==> config.mk <==
export PLATFORM = sky130hd
export DESIGN_NAME = qa_drv_hc_write_arb_flat
export DESIGN_NICKNAME = d
export VERILOG_FILES = /design/src/rtl/qa_drv_hc_write_arb_if.sv /design/src/rtl/qa_drv_hc_write_arb.sv /design/src/flat_wrapper.sv
export SDC_FILE = /design/constraint.sdc
export NUM_CORES = 1
export LEC_CHECK = 0
export BUFFER_PORTS_ARGS = -buffer_cell sky130_fd_sc_hd__buf_4
export CORE_AREA = 4 4 644 646
export DETAILED_ROUTE_END_ITERATION = 12
export DIE_AREA = 0 0 648 650
export PLACE_DENSITY = 0.3
export SLEW_MARGIN = 20
export SYNTH_ARGS = -nofsm -noshare
export SYNTH_HDL_FRONTEND = slang
export SYNTH_SLANG_ARGS = --single-unit
export TNS_END_PERCENT = 20
==> constraint.sdc <==
create_clock -name clk -period 8.2 [get_ports clk]
set_input_delay 0.82 -clock clk [delete_from_list [all_inputs] [get_ports clk]]
set_output_delay 0.82 -clock clk [all_outputs]
set_load 0.02 [all_outputs]
==> src/rtl/qa_drv_hc_write_arb_if.sv <==
// Bundle of the two-client write request, host write channel and response signals
// seen by qa_drv_hc_write_arb; slave is the arbiter side, master the client/host side.
interface qa_drv_hc_write_arb_if #(
    parameter int ADDR_WIDTH = 32,
    parameter int DATA_WIDTH = 512
);
    logic [1:0]            req;
    logic [1:0]            req_fence;
    logic [ADDR_WIDTH-1:0] req_addr0;
    logic [ADDR_WIDTH-1:0] req_addr1;
    logic [DATA_WIDTH-1:0] req_data0;
    logic [DATA_WIDTH-1:0] req_data1;
    logic [1:0]            grant;
    logic                  can_issue;
    logic                  tx_almost_full;
    logic                  tx_valid;
    logic                  tx_fence;
    logic [ADDR_WIDTH-1:0] tx_addr;
    logic [DATA_WIDTH-1:0] tx_data;
    logic [1:0]            wr_rsp;
    logic [7:0]            outstanding;
    logic                  rsp_underflow;

    modport slave (
        input  req, req_fence, req_addr0, req_addr1, req_data0, req_data1,
        input  tx_almost_full, wr_rsp,
        output grant, can_issue, tx_valid, tx_fence, tx_addr, tx_data,
        output outstanding, rsp_underflow
    );

    modport master (
        output req, req_fence, req_addr0, req_addr1, req_data0, req_data1,
        output tx_almost_full, wr_rsp,
        input  grant, can_issue, tx_valid, tx_fence, tx_addr, tx_data,
        input  outstanding, rsp_underflow
    );
endinterface

==> src/rtl/qa_drv_hc_write_arb.sv <==
// Two-client round-robin write arbiter feeding the host write channel, with an
// in-flight write counter bounded by MAX_OUTSTANDING and a sticky response-underflow flag.
module qa_drv_hc_write_arb #(
    parameter int ADDR_WIDTH      = 32,
    parameter int DATA_WIDTH      = 512,
    parameter int MAX_OUTSTANDING = 64
) (
    input  logic                   clk,
    input  logic                   reset_n,
    qa_drv_hc_write_arb_if.slave   bus
);
    localparam logic [7:0] MAX_OUT = 8'(MAX_OUTSTANDING);

    // number of write responses reported in one cycle
    function automatic logic [1:0] rsp_count(input logic [1:0] rsp);
        rsp_count = {1'b0, rsp[0]} + {1'b0, rsp[1]};
    endfunction

    logic                  prio_r;
    logic                  tx_valid_r;
    logic                  tx_fence_r;
    logic [ADDR_WIDTH-1:0] tx_addr_r;
    logic [DATA_WIDTH-1:0] tx_data_r;
    logic [7:0]            outstanding_r;
    logic                  underflow_r;

    logic                  can_issue_s;
    logic [1:0]            grant_s;
    logic                  win_s;
    logic                  sel_fence_s;
    logic [ADDR_WIDTH-1:0] sel_addr_s;
    logic [DATA_WIDTH-1:0] sel_data_s;
    logic [7:0]            inc_s;
    logic [7:0]            dec_s;
    logic [7:0]            outstanding_nxt_s;
    logic                  underflow_set_s;

    // arbitration: grant is suppressed during reset and whenever the channel cannot accept
    always_comb begin
        can_issue_s = !bus.tx_almost_full && (outstanding_r < MAX_OUT);
        grant_s     = 2'b00;
        win_s       = 1'b0;
        if (reset_n && can_issue_s) begin
            case (bus.req)
                2'b01: begin
                    grant_s = 2'b01;
                    win_s   = 1'b0;
                end
                2'b10: begin
                    grant_s = 2'b10;
                    win_s   = 1'b1;
                end
                2'b11: begin
                    grant_s = prio_r ? 2'b10 : 2'b01;
                    win_s   = prio_r;
                end
                default: begin
                    grant_s = 2'b00;
                    win_s   = 1'b0;
                end
            endcase
        end else begin
            grant_s = 2'b00;
            win_s   = 1'b0;
        end
    end

    // select the winning client's payload; fences carry a zero address
    always_comb begin
        sel_fence_s = 1'b0;
        sel_addr_s  = {ADDR_WIDTH{1'b0}};
        sel_data_s  = {DATA_WIDTH{1'b0}};
        if (win_s) begin
            sel_fence_s = bus.req_fence[1];
            sel_addr_s  = bus.req_addr1;
            sel_data_s  = bus.req_data1;
        end else begin
            sel_fence_s = bus.req_fence[0];
            sel_addr_s  = bus.req_addr0;
            sel_data_s  = bus.req_data0;
        end
        if (sel_fence_s) begin
            sel_addr_s = {ADDR_WIDTH{1'b0}};
        end else begin
            sel_addr_s = sel_addr_s;
        end
    end

    // net in-flight update; cannot wrap upward because a grant needs outstanding < MAX_OUT
    always_comb begin
        inc_s             = {7'd0, |grant_s};
        dec_s             = {6'd0, rsp_count(bus.wr_rsp)};
        outstanding_nxt_s = 8'd0;
        underflow_set_s   = 1'b0;
        if ((outstanding_r + inc_s) < dec_s) begin
            outstanding_nxt_s = 8'd0;
            underflow_set_s   = 1'b1;
        end else begin
            outstanding_nxt_s = outstanding_r + inc_s - dec_s;
            underflow_set_s   = 1'b0;
        end
    end

    // issue register: one cycle after each grant, address/data hold when idle
    always_ff @(posedge clk or negedge reset_n) begin
        if (!reset_n) begin
            tx_valid_r <= 1'b0;
            tx_fence_r <= 1'b0;
            tx_addr_r  <= {ADDR_WIDTH{1'b0}};
            tx_data_r  <= {DATA_WIDTH{1'b0}};
        end else if (|grant_s) begin
            tx_valid_r <= 1'b1;
            tx_fence_r <= sel_fence_s;
            tx_addr_r  <= sel_addr_s;
            tx_data_r  <= sel_data_s;
        end else begin
            tx_valid_r <= 1'b0;
            tx_fence_r <= 1'b0;
        end
    end

    // round-robin pointer moves to the other client after every grant
    always_ff @(posedge clk or negedge reset_n) begin
        if (!reset_n) begin
            prio_r <= 1'b0;
        end else if (|grant_s) begin
            prio_r <= !win_s;
        end else begin
            prio_r <= prio_r;
        end
    end

    // in-flight counter and sticky underflow flag
    always_ff @(posedge clk or negedge reset_n) begin
        if (!reset_n) begin
            outstanding_r <= 8'd0;
            underflow_r   <= 1'b0;
        end else begin
            outstanding_r <= outstanding_nxt_s;
            underflow_r   <= underflow_r | underflow_set_s;
        end
    end

    assign bus.grant         = grant_s;
    assign bus.can_issue     = can_issue_s;
    assign bus.tx_valid      = tx_valid_r;
    assign bus.tx_fence      = tx_fence_r;
    assign bus.tx_addr       = tx_addr_r;
    assign bus.tx_data       = tx_data_r;
    assign bus.outstanding   = outstanding_r;
    assign bus.rsp_underflow = underflow_r;
endmodule

==> src/flat_wrapper.sv <==
// flat-port wrapper written by rule: the top's interface ports become plain ports
module qa_drv_hc_write_arb_flat 
#(
    parameter int ADDR_WIDTH      = 32,
    parameter int DATA_WIDTH      = 512,
    parameter int MAX_OUTSTANDING = 64
)
  (clk, reset_n, bus_req, bus_req_fence, bus_req_addr0, bus_req_addr1, bus_req_data0, bus_req_data1, bus_tx_almost_full, bus_wr_rsp, bus_grant, bus_can_issue, bus_tx_valid, bus_tx_fence, bus_tx_addr, bus_tx_data, bus_outstanding, bus_rsp_underflow);
  qa_drv_hc_write_arb_if #(.ADDR_WIDTH(ADDR_WIDTH), .DATA_WIDTH(DATA_WIDTH)) bus_i ();
  input  logic clk;
  input  logic reset_n;
  input wire logic [$bits(bus_i.req)-1:0] bus_req;
  input wire logic [$bits(bus_i.req_fence)-1:0] bus_req_fence;
  input wire logic [$bits(bus_i.req_addr0)-1:0] bus_req_addr0;
  input wire logic [$bits(bus_i.req_addr1)-1:0] bus_req_addr1;
  input wire logic [$bits(bus_i.req_data0)-1:0] bus_req_data0;
  input wire logic [$bits(bus_i.req_data1)-1:0] bus_req_data1;
  input wire logic [$bits(bus_i.tx_almost_full)-1:0] bus_tx_almost_full;
  input wire logic [$bits(bus_i.wr_rsp)-1:0] bus_wr_rsp;
  output wire logic [$bits(bus_i.grant)-1:0] bus_grant;
  output wire logic [$bits(bus_i.can_issue)-1:0] bus_can_issue;
  output wire logic [$bits(bus_i.tx_valid)-1:0] bus_tx_valid;
  output wire logic [$bits(bus_i.tx_fence)-1:0] bus_tx_fence;
  output wire logic [$bits(bus_i.tx_addr)-1:0] bus_tx_addr;
  output wire logic [$bits(bus_i.tx_data)-1:0] bus_tx_data;
  output wire logic [$bits(bus_i.outstanding)-1:0] bus_outstanding;
  output wire logic [$bits(bus_i.rsp_underflow)-1:0] bus_rsp_underflow;
  assign bus_i.req = bus_req;
  assign bus_i.req_fence = bus_req_fence;
  assign bus_i.req_addr0 = bus_req_addr0;
  assign bus_i.req_addr1 = bus_req_addr1;
  assign bus_i.req_data0 = bus_req_data0;
  assign bus_i.req_data1 = bus_req_data1;
  assign bus_i.tx_almost_full = bus_tx_almost_full;
  assign bus_i.wr_rsp = bus_wr_rsp;
  assign bus_grant = bus_i.grant;
  assign bus_can_issue = bus_i.can_issue;
  assign bus_tx_valid = bus_i.tx_valid;
  assign bus_tx_fence = bus_i.tx_fence;
  assign bus_tx_addr = bus_i.tx_addr;
  assign bus_tx_data = bus_i.tx_data;
  assign bus_outstanding = bus_i.outstanding;
  assign bus_rsp_underflow = bus_i.rsp_underflow;
  qa_drv_hc_write_arb #(.ADDR_WIDTH(ADDR_WIDTH), .DATA_WIDTH(DATA_WIDTH), .MAX_OUTSTANDING(MAX_OUTSTANDING)) u_core (.clk(clk), .reset_n(reset_n), .bus(bus_i));
endmodule
==> impl_metrics.json, run 1 <==
{
  "status": "finished, final reports clean",
  "drt_iter0_drc": 1695,
  "finalClockSkew_ns": 0.0684,
  "final.min_clock_period_ns": 4.52,
  "max_freq_mhz": 221,
  "class_of_the_most_critical_setup_path": "reg -> reg",
  "path_cells": "nor3_2 -> and2_2 -> o21ai_4 -> buf_4 -> inv_16 -> ha_1 -> inv_1 -> ha_1 -> inv_1 -> fa_1 -> nor4_1 -> a31oi_2 -> and4bb_2 -> mux2_2",
  "min_path_cells": 3,
  "finalSetupViolations": 0,
  "core_um2": 409000,
  "postCtsSetupRepairBufs": 0,
  "cts_tree": "built",
  "vias_in_the_first_global_route": 28600,
  "final_min_period_over_clock_period": 0.552,
  "worst_path_max_delay_cell": "sky130_fd_sc_hd__dfrtp_1",
  "grtUsageTotal": 0.144,
  "first_pass_grt_wire_length_um": 381000,
  "peakVddDrop_mv": 0.152,
  "synthesized_area_divided_by_synthesized_cell_count_um2": 9.50,
  "antenna_violating_nets_post_route": 0,
  "max_cap_violation_count": 0,
  "cts-hold-fix-buffers": 1,
  "finalWeightedCongestion": 0.851,
  "synth_area_leader_cell": "sky130_fd_sc_hd__dfrtp_1",
  "startpoint_type": "register",
  "hold_path_end": "u_core.bus.tx_data[119]",
  "critical_path.reg2reg.endpoint": "u_core.bus.outstanding[6]",
  "ff2ff_path_depth": 14,
  "post-route-drc-count": 0,
  "ys_seq_elements": 556,
  "global_route.usage.met1": 0.141,
  "ranking_of_synthesized_cells_by_area": "sky130_fd_sc_hd__dfrtp_1, sky130_fd_sc_hd__nor2_1, sky130_fd_sc_hd__o22ai_1",
  "ys.warnings.count": 0,
  "grt_util_met2": 0.252,
  "slowest_delay_ns": 0.48,
  "timing.hold.worst.start": "bus_req_data1[119]",
  "nFillCells": 47500,
  "floorplan.die_area_um2": 421000,
  "syn_nets": 3545,
  "detailedRoute.firstPassIterationCount": 7,
  "layout.cells.most_common_list": "sky130_fd_sc_hd__buf_4, sky130_fd_sc_hd__nor2_1, sky130_fd_sc_hd__dfrtp_1",
  "io_pins": 1655,
  "critical_path.endpoint_type": "register",
  "final_nets": 5136,
  "setup.reg_to_reg.worst_slack_ns": 3.68,
  "synthesis.area_um2": 23200,
  "vias": 27000,
  "clock_tree.root_cell": "sky130_fd_sc_hd__clkbuf_16",
  "tritoncts_num_sinks": 556,
  "final-seq-area_um2": 13900,
  "floorplan.rows": 235,
  "drive_above_1_share": 0.446,
  "pre_cts_ws_ns": 3.06,
  "hp-class": "in -> reg",
  "rsz_0062_raised_after_global_routing": "no",
  "final_setup_tns_ns": 0,
  "dpl.hpwl_um": 279000,
  "timing.final.hold_violations": 0,
  "worst_ep_required_time_ns": 8.84,
  "post-route-worst-setup-slack_ns": 3.68,
  "top_usage_layer": "met2",
  "multi_input_area_um2": 8150,
  "tightest_slew_ns": 1.11,
  "timing.rr.start": "u_core.bus.outstanding[7]",
  "post_drt_wl_per_cell_um": 33.1,
  "cts_buffers": 85,
  "grt.overflow.total": 0,
  "path_clk_slew_ns": 0.06,
  "synthesis.instances": 2442,
  "worst_skew_pair_latency_ns": 0.82,
  "portBuffers": 1654,
  "die_width_um": 648,
  "grt_antenna_before_repair": 86,
  "ys_types": 42,
  "globalRouteMet3Util": 0.0947,
  "ctsHtreeMaxLevel": 3,
  "worstPathMaxFanout": 135,
  "postRouteWirelength_um": 316000,
  "layout.cells.most_common": "sky130_fd_sc_hd__buf_4",
  "vias_per_cell": 2.82,
  "total_leakage_power_nw": 19.1,
  "pin_count_of_the_biggest_net_entering_global_routing": 188,
  "synth.yosys.seq_area_share": 0.600,
  "arrival_time_worst_endpoint_ns": 5.17,
  "netlist.area_leader.share": 0.600,
  "cts_resized": 0,
  "maxSlewViolCount": 0,
  "area_growth_syn_to_layout_pct": 91.8,
  "max-slew-margin-rel": 0.262,
  "power_per_cell_area_nw_per_um2": 430,
  "die_height_um": 650,
  "start_util": 0.0567,
  "clk_path_buf_depth": 4
}
==> worst max-delay path by stage <==
stage                                     end  depth (start not counted)                       from
global placement    u_core.bus.outstanding[6]                         15         bus_tx_almost_full
detailed placement  u_core.bus.outstanding[6]                         15         bus_tx_almost_full
finish              u_core.bus.outstanding[6]                         14  u_core.bus.outstanding[7]
global route        u_core.bus.outstanding[6]                         14  u_core.bus.outstanding[7]
floorplan           u_core.bus.outstanding[6]                         14         bus_tx_almost_full
CTS                 u_core.bus.outstanding[6]                         14  u_core.bus.outstanding[7]
==> registers in the layout (all words and copies together) (netlist names) <==
| name | cells |
|---|---|
| u_core.bus.tx_data | 512 |
| u_core.bus.tx_addr | 32 |
| u_core.bus.outstanding | 8 |
| u_core.bus.rsp_underflow | 1 |
| u_core.bus.tx_fence | 1 |
| u_core.bus.tx_valid | 1 |
| u_core.prio_r | 1 |
==> through the flow <==
step                hold slack [ns]  cell area (µm²)  power [mW]  utilization  instances
CTS                          0.0933            44400        19.9        0.109       9544
floorplan                     0.464            23200        8.11            -       2442
finish                        0.239            44500        19.1        0.109       9572
detailed placement            0.466            41600        15.9        0.102       9396
global route                  0.156            44500        20.4        0.109       9560
global placement              0.476            41600        15.9        0.102       9396
==> critical path, delay by kind of cell (launching register included) <==
family | cells | cell delay [ns]
multiplexers | 1 | 0.33
AND/OR/NAND/NOR | 4 | 1.41
adder cells (fa/ha/maj) | 3 | 1.02
buffers and inverters | 4 | 0.91
flip-flops | 1 | 0.48
AO/OA/AOI/OAI | 2 | 0.19
==> kinds of logic after synthesis <==
kind of cell / share of synthesized area
AOI/OAI and AO/OA: 0.149
xor gates and xnor gates: 0.00340
adders and majority gates: 0.00356
buffers and inverters: 0.0500
DFF: 0.600
muxes: 0.0147
and+or+nand+nor: 0.180
==> layout make-up <==
type,instances,share of cell area
antenna,28,0.00157
clock buffer,118,0.0549
clock inverter,29,0.00753
inverter,7,0.000956
multi-input combinational,1699,0.183
sequential,556,0.313
tap,5451,0.153
timing repair buffer,1684,0.286
==> cell usage after synthesis (all sizes together) <==
cell type	n
a211oi	1
o22ai	513
o211ai	1
nand4	1
nand3b	2
ha	5
and3b	1
inv	7
nor2b	1
a21bo	1
nand3	5
mux2	1
mux2i	33
and2	2
nand2	43
clkbuf	45
xor2	7
nor3	3
or3	1
a22o	1
a21oi	1
buf	135
dfrtp	556
a31oi	1
nor2	1030
xnor2	2
and4	1
nor4	1
and4bb	1
fa	1
and3	1
o21ai	35
a211o	1
or2	2
==> report_power, final <==
| part | leakage, nW | total [mW] | internal [mW] | switching, mW |
|---|---|---|---|---|
| logic | 11.5 | 9.86 | 2.79 | 7.08 |
| registers | 6.22 | 5.47 | 4.09 | 1.38 |
| clock network | 1.37 | 3.80 | 2.27 | 1.53 |
==> metal layers <==
layer | part of all wire | vias to the layer above | wire length [µm]
met4 | 0.020 | 30 | 6290
met2 | 0.50 | 1406 | 157000
met5 | 0.00081 | - | 255
met3 | 0.15 | 270 | 47200
met1 | 0.33 | 13600 | 106000
li1 | - | 11700 | -
No activity file was read; power rests on OpenSTA's default activity.
==> inputs of run 2 (changes only) <==
ABC_AREA = 1   (was not set)
CORE_AREA = 4 4 637 639   (was 4 4 644 646)
DIE_AREA = 0 0 641 643   (was 0 0 648 650)
clock period = 4.2 ns   (was 8.2 ns; I/O delays follow)
==> run 2 against run 1 <==
Synthesized cell count rose by 6.7%. Global-route usage rose by 0.82 points. Via count rose by 20%. Combinational power rose by 100%. Wire length rose by 3.2%. Worst setup slack got worse by 2.7 ns. Clock-buffer cell count rose by 2. Final cell count rose by 11%. Total power rose by 100%. First-iteration DRC count rose by 27%. Critical path depth rose by 2. Worst hold slack got worse by 0.19 ns. Critical endpoint is now u_core.bus.outstanding[0]. Largest cell class is now buffers. Highest routed layer unchanged.
==> impl_metrics.json, run 2 <==
{
  "drive_above_1_share": 0.349,
  "max_cap_violation_count": 0,
  "buffers_and_inverters_on_the_worst_path": 5,
  "max_freq_mhz": 308,
  "layout.cells.most_common_list": "sky130_fd_sc_hd__buf_4, sky130_fd_sc_hd__dlygate4sd3_1, sky130_fd_sc_hd__nor2_1",
  "worst_path_dominant_cell_family": "simple AND/OR/NAND/NOR gates",
  "critPathMostFrequentCell": "sky130_fd_sc_hd__inv_1",
  "timing.hold.worst.start": "bus_req_data1[351]",
  "synthesis.area_um2": 23300,
  "share_of_synthesized_cell_area_in_full_adder_half_adder_and_majority_cells": 0.00355,
  "synthesized_area_fraction_occupied_by_xor_and_xnor_cells": 0.000753,
  "layout.cells.non_filler": 10600,
  "syn_nets": 3708,
  "nFillCells": 45600,
  "arrival_time_worst_endpoint_ns": 3.92,
  "floorplan.rows": 232,
  "timing.rr.start": "u_core.bus.outstanding[6]",
  "class_of_the_most_critical_setup_path": "reg -> reg",
  "synth_area_leader_cell": "sky130_fd_sc_hd__dfrtp_1",
  "cts_tree": "built",
  "floorplan.die_area_um2": 412000,
  "critical_path.endpoint_type": "register",
  "yosys.cell_count.top_type": "sky130_fd_sc_hd__nor2_1",
  "synth_flop_cell": "sky130_fd_sc_hd__dfrtp_1",
  "peakVddDrop_mv": 0.356,
  "portBuffers": 1654,
  "detailedRoute.firstPassIterationCount": 7,
  "post-route-worst-setup-slack_ns": 0.950,
  "number_of_flops_mapped_to_enable_cells_by_yosys": 0,
  "layout.cell_area.non_filler_um2": 55800,
  "setup.reg_to_reg.worst_slack_ns": 0.95,
  "grt.overflow.total": 0,
  "post-place-cells": 9388,
  "drt_iter0_drc": 2156,
  "io_pins": 1655,
  "rsz_0062_raised_after_global_routing": "no",
  "status": "finished, final reports clean",
  "power_per_cell_area_nw_per_um2": 687,
  "vias_per_cell": 3.04,
  "synthesized_area_divided_by_synthesized_cell_count_um2": 8.93,
  "placed_area_um2": 42100,
  "first_pass_grt_wire_length_um": 401000,
  "grtUsageTotal": 0.152,
  "vias": 32300,
  "ctsHtreeMaxLevel": 3,
  "critical_path.reg2reg.endpoint": "u_core.bus.outstanding[0]",
  "finalWeightedCongestion": 0.887,
  "netlist.area_leader.share": 0.598,
  "max_reg_flops": 512,
  "synth.yosys.seq_area_share": 0.598,
  "clock_tree.root_cell": "sky130_fd_sc_hd__clkbuf_16",
  "max-slew-margin-rel": 0.320,
  "tightest_slew_ns": 1.02,
  "yosys-top-cells-count": "sky130_fd_sc_hd__nor2_1, sky130_fd_sc_hd__dfrtp_1, sky130_fd_sc_hd__o22ai_1",
  "worst_path_max_delay_cell": "sky130_fd_sc_hd__fa_1",
  "cts_buffers": 92,
  "startpoint_type": "register",
  "vias_in_the_first_global_route": 34300,
  "postRouteWirelength_um": 327000,
  "synthesis.instances": 2605,
  "cts_resized": 0,
  "final_setup_tns_ns": 0,
  "post_drt_wl_per_cell_um": 30.7,
  "synth-compound-area-share": 0.140,
  "layout.cells.most_common": "sky130_fd_sc_hd__buf_4",
  "timing.final.hold_violations": 0,
  "post_synth_mux_area_share": 0,
  "ys_async_sr_fraction": 1.00,
  "antenna_violating_nets_post_route": 0,
  "clk_path_buf_depth": 4,
  "pin_count_of_the_biggest_net_entering_global_routing": 131,
  "worst_ep_required_time_ns": 4.87,
  "final.min_clock_period_ns": 3.25,
  "path_cells": "inv_2 -> nand3_2 -> nor2_4 -> o31ai_4 -> inv_8 -> ha_1 -> inv_1 -> ha_1 -> inv_1 -> fa_1 -> nor2_1 -> nand2_1 -> nor2_1 -> nand3_1 -> nand2_1 -> inv_1",
  "ys.warnings.count": 0,
  "hold_path_end": "u_core.bus.tx_data[351]",
  "die_width_um": 641,
  "combinational_family_with_the_most_area_after_synthesis": "simple AND/OR/NAND/NOR gates",
  "hp-class": "in -> reg",
  "fin_worst_hold_slack_ns": 0.0474,
  "worst_skew_pair_latency_ns": 0.83,
  "post-route-drc-count": 0,
  "total_leakage_power_nw": 25.5,
  "area_growth_syn_to_layout_pct": 140,
  "final_nets": 6371,
  "finalSetupViolations": 0,
  "ys_types": 25,
  "ranking_of_synthesized_cells_by_area": "sky130_fd_sc_hd__dfrtp_1, sky130_fd_sc_hd__nor2_1, sky130_fd_sc_hd__o22ai_1",
  "start_util": 0.0583,
  "finalClockSkew_ns": 0.0513,
  "pre_cts_ws_ns": 0.757,
  "synthSimpleGateAreaFrac": 0.214,
  "path_clk_slew_ns": 0.06,
  "grt_antenna_before_repair": 181,
  "slowest_delay_ns": 0.46,
  "tritoncts_num_sinks": 556,
  "dpl.hpwl_um": 284000,
  "maxSlewViolCount": 0,
  "worstPathMaxFanout": 7,
  "core_um2": 399000,
  "ys_seq_elements": 556,
  "min_path_cells": 3,
  "final_min_period_over_clock_period": 0.774,
  "die_height_um": 643,
  "ff2ff_path_depth": 16
}
## run 2: what timing repair did
item,in CTS,in global routing
hold buffers,1051,0
setup buffers,0,0
hold endpoints to repair,720,0
endpoints found under the setup margin,0,0
## run 2: worst reg2reg max path, delay by kind of cell, from the launching register on
family	cells	cell delay, ns
AOI/OAI and AO/OA	1	0.16
adders and majority gates	3	0.84
buffers and inverters	5	0.37
DFF	1	0.41
and+or+nand+nor	7	1.33
## run 2: final cells by class
cell class,instances,area [µm²],area share
clock buffer,120,2580,0.0462
inverter,35,139,0.00249
multi-input combinational,1825,8380,0.150
antenna,43,108,0.00193
timing repair buffer,2758,23600,0.422
sequential,556,13900,0.250
tap,5265,6590,0.118
clock inverter,36,499,0.00895
## run 2: report_power, final
| part | switching, mW | leakage [nW] | total, mW | internal [mW] |
|---|---|---|---|---|
| Sequential | 1.89 | 6.56 | 10.0 | 8.13 |
| Combinational | 13.5 | 17.4 | 20.0 | 6.52 |
| Clock | 3.23 | 1.52 | 8.24 | 5.02 |
| Total | 18.6 | 25.5 | 38.3 | 19.7 |
## run 2: how the worst max path moves through the flow
| stage | from | to | slack (ns) | cells past startpoint |
|---|---|---|---|---|
| after floorplan | u_core.bus.outstanding[6] | u_core.bus.outstanding[0] | 1.11 | 18 |
| after global placement | reset_n | u_core.bus.outstanding[2] | 0.58 | 16 |
| after detailed placement | reset_n | u_core.bus.outstanding[4] | 0.76 | 16 |
| after CTS | u_core.bus.outstanding[6] | bus_grant[1] | 0.69 | 7 |
| after global routing | u_core.bus.outstanding[6] | u_core.bus.outstanding[2] | 0.66 | 16 |
| final | u_core.bus.outstanding[6] | u_core.bus.outstanding[0] | 0.95 | 16 |
## run 2: routing by layer
metal	share of wire	track usage
met3	0.14	0.0937
met5	0.0020	0
met4	0.028	0.0353
met2	0.45	0.243
met1	0.38	0.170
## run 2: cell families (layout without fill, tap and decap cells)
logic type / count (synthesis) / count (layout)
AOI/OAI and AO/OA: 520 / 520
adders and majority gates: 6 / 6
xor gates and xnor gates: 2 / 2
DFF: 556 / 556
and+or+nand+nor: 1297 / 1297
buffers and inverters: 224 / 2949
other: 0 / 43
## run 2: per-stage QoR
stage          utilization  total power, mW
3_5_place_dp         0.105             30.0
6_report             0.140             38.3
5_1_grt              0.140             40.9
3_3_place_gp         0.105             30.0
4_1_cts              0.139             39.6
2_1_floorplan            -             16.3
==> inputs of run 3 (changes only) <==
ABC_AREA = 0   (was 1)
CORE_AREA = 4 4 636 638   (was 4 4 637 639)
DIE_AREA = 0 0 640 642   (was 0 0 641 643)
clock period = 3.4 ns   (was 4.2 ns; I/O delays follow)
==> run 3 against run 2 <==
Global-route usage rose by 0.24 points. Critical path depth down 7. First-iteration DRC count shrank 24%. Design area hardly changed. Total power is 38% higher. Sequential power increased by 30%. Largest cell class unchanged.
==> impl_metrics.json, run 3 (synthesis gave the netlist of run 1 again) <==
{
  "status": "finished, final reports clean",
  "die_width_um": 640,
  "power_frac_comb": 0.570,
  "clk_path_buf_depth": 4,
  "met3WireLength_um": 47100,
  "core_um2": 399000,
  "post-route-worst-setup-slack_ns": 0.0598,
  "grtUsageTotal": 0.154,
  "cts_buffers": 87,
  "pin_count_of_the_biggest_net_entering_global_routing": 178,
  "met1Wirelength_um": 107000,
  "finalClockSkew_ns": 0.0650,
  "total_leakage_power_nw": 23.6,
  "power_per_cell_area_nw_per_um2": 945,
  "tightest_slew_ns": 1.14,
  "detailedRoute.firstPassIterationCount": 7,
  "antenna_violating_nets_post_route": 0,
  "worst_path_max_delay_cell": "sky130_fd_sc_hd__dlygate4sd3_1",
  "startpoint_type": "register",
  "finalWeightedCongestion": 0.914,
  "final_setup_tns_ns": 0,
  "floorplan.rows": 232,
  "ctsHtreeMaxLevel": 3,
  "final.min_clock_period_ns": 3.34,
  "worstPathMaxFanout": 107,
  "path_clk_slew_ns": 0.06,
  "final_min_period_over_clock_period": 0.982,
  "timing.final.hold_violations": 0,
  "max-slew-margin-rel": 0.237,
  "rsz_0062_raised_after_global_routing": "no",
  "intPower_mw": 26.5,
  "arrival_time_worst_endpoint_ns": 4.03,
  "start_util": 0.0582,
  "slowest_delay_ns": 0.56,
  "grt_antenna_before_repair": 74,
  "path_cells": "nor3_4 -> and2_4 -> o21ai_4 -> inv_16 -> buf_12 -> buf_12 -> o22ai_1 -> nor2_1 -> dlygate4sd3_1",
  "cts_tree": "built",
  "layout.cells.most_common": "sky130_fd_sc_hd__buf_4",
  "tritoncts_num_sinks": 556,
  "clock_tree.root_cell": "sky130_fd_sc_hd__clkbuf_16",
  "hp-class": "in -> reg",
  "floorplan.die_area_um2": 411000,
  "grt.overflow.total": 0,
  "peakVddDrop_mv": 0.578,
  "netSwitchingPower_mw": 26.2,
  "power.share.switching": 0.498,
  "critical_path.endpoint_type": "register",
  "seq_power_share": 0.247,
  "max_cap_violation_count": 0,
  "finalSetupViolations": 0,
  "post_drt_wl_per_cell_um": 31.5,
  "vias_in_the_first_global_route": 34600,
  "drive_above_1_share": 0.359,
  "critPathMostFrequentCell": "sky130_fd_sc_hd__buf_12",
  "worst_skew_pair_latency_ns": 0.84,
  "pre_cts_ws_ns": 0.188,
  "io_pins": 1655,
  "layout.cells.most_common_list": "sky130_fd_sc_hd__buf_4, sky130_fd_sc_hd__dlygate4sd3_1, sky130_fd_sc_hd__nor2_1",
  "postRouteWirelength_um": 331000,
  "met2_length_um": 164000,
  "maxSlewViolCount": 0,
  "area_growth_syn_to_layout_pct": 140,
  "top_sig_layer": "met5",
  "portBuffers": 1654,
  "first_pass_grt_wire_length_um": 405000,
  "clockPowerShare": 0.182,
  "final_nets": 6261,
  "max_reg_flops": 512,
  "max_freq_mhz": 299,
  "dpl.hpwl_um": 286000,
  "vias": 31500,
  "die_height_um": 642,
  "worst_ep_required_time_ns": 4.09,
  "post-route-drc-count": 0,
  "vias_per_cell": 2.99,
  "drt_iter0_drc": 1637,
  "class_of_the_most_critical_setup_path": "reg -> reg"
}
## run 3: changes by cell type in the layout (fill, tap and decap cells not counted), moves of 8 or more
| cell | before | now |
|---|---|---|
| sky130_fd_sc_hd__nand2_1 | 180 | 42 |
| sky130_fd_sc_hd__dlygate4sd3_1 | 1051 | 1083 |
| sky130_fd_sc_hd__diode_2 | 43 | 30 |
| sky130_fd_sc_hd__buf_4 | 1689 | 1700 |
| sky130_fd_sc_hd__nand3_1 | 76 | 4 |
| sky130_fd_sc_hd__mux2i_1 | 0 | 33 |
| sky130_fd_sc_hd__o21ai_1 | 0 | 26 |
| sky130_fd_sc_hd__clkinv_2 | 18 | 10 |
| sky130_fd_sc_hd__inv_1 | 32 | 6 |
## run 3: per-layer routing
| layer | vias to the layer above | GRT usage |
|---|---|---|
| met3 | 274 | 0.0992 |
| met2 | 1333 | 0.271 |
| met4 | 30 | 0.0526 |
| li1 | 14000 | - |
| met5 | - | 0 |
| met1 | 15900 | 0.144 |
## run 3: power by group through the flow
stage          registers (mW)  logic (mW)  clock network [mW]
2_1_floorplan            15.7        3.91                   0
3_3_place_gp             13.2        26.5                   0
3_5_place_dp             13.3        26.5                   0
4_1_cts                  13.2        31.3                10.1
5_1_grt                  13.4        32.5                10.2
6_report                 13.0        30.1                9.62
## run 3: through the flow
| step | area [µm²] | total power, mW | cells | utilization | hold WS [ns] |
|---|---|---|---|---|---|
| final | 55800 | 52.7 | 10500 | 0.140 | 0.0806 |
| after detailed placement | 41900 | 39.7 | 9244 | 0.105 | 0.448 |
| after global placement | 41900 | 39.7 | 9244 | 0.105 | 0.443 |
| after CTS | 55600 | 54.6 | 10500 | 0.139 | 0.0277 |
| after global routing | 55700 | 56.2 | 10500 | 0.140 | 0.0389 |
| after floorplan | 23200 | 19.6 | 2442 | - | 0.0444 |
## run 3: final cells by class
type	count	area, µm²
Timing Repair Buffer	2806	24100
Fill cell	45600	343000
Multi-Input combinational cell	1700	8180
Sequential cell	556	13900
Clock inverter	29	379
Clock buffer	122	2520
Tap cell	5265	6590
Antenna cell	30	75.1
Inverter	7	42.5
## run 3: path summary, 6_finish.rpt
kind                                                 from                        to  slack (ns)  cells past startpoint
worst max-delay path            u_core.bus.outstanding[7]   u_core.bus.tx_data[243]        0.06                      9
worst min-delay path                     bus_req_addr1[8]     u_core.bus.tx_addr[8]        0.08                      4
worst max register to register  u_core.bus.outstanding[7]   u_core.bus.tx_data[243]        0.06                      9
worst min register to register   u_core.bus.rsp_underflow  u_core.bus.rsp_underflow        0.48                      1
max in group asynchronous                         reset_n   u_core.bus.tx_data[398]        1.20                      5
min in group asynchronous                         reset_n   u_core.bus.tx_data[328]        0.15                      3
## run 3: critical path: cells and delay by family, from the launching register on
kind	cells	cell delay, ns
AND/OR/NAND/NOR	3	0.59
flip-flops	1	0.46
buffers and inverters	4	1.34
AO/OA/AOI/OAI	2	0.30
## run 3: timing repair
item                                    in CTS  in global routing
gates resized for setup                      0                  2
endpoints found under the hold margin      561                  0
setup buffers                                0                  5
endpoints found under the setup margin       0                182
hold buffers                              1083                  0
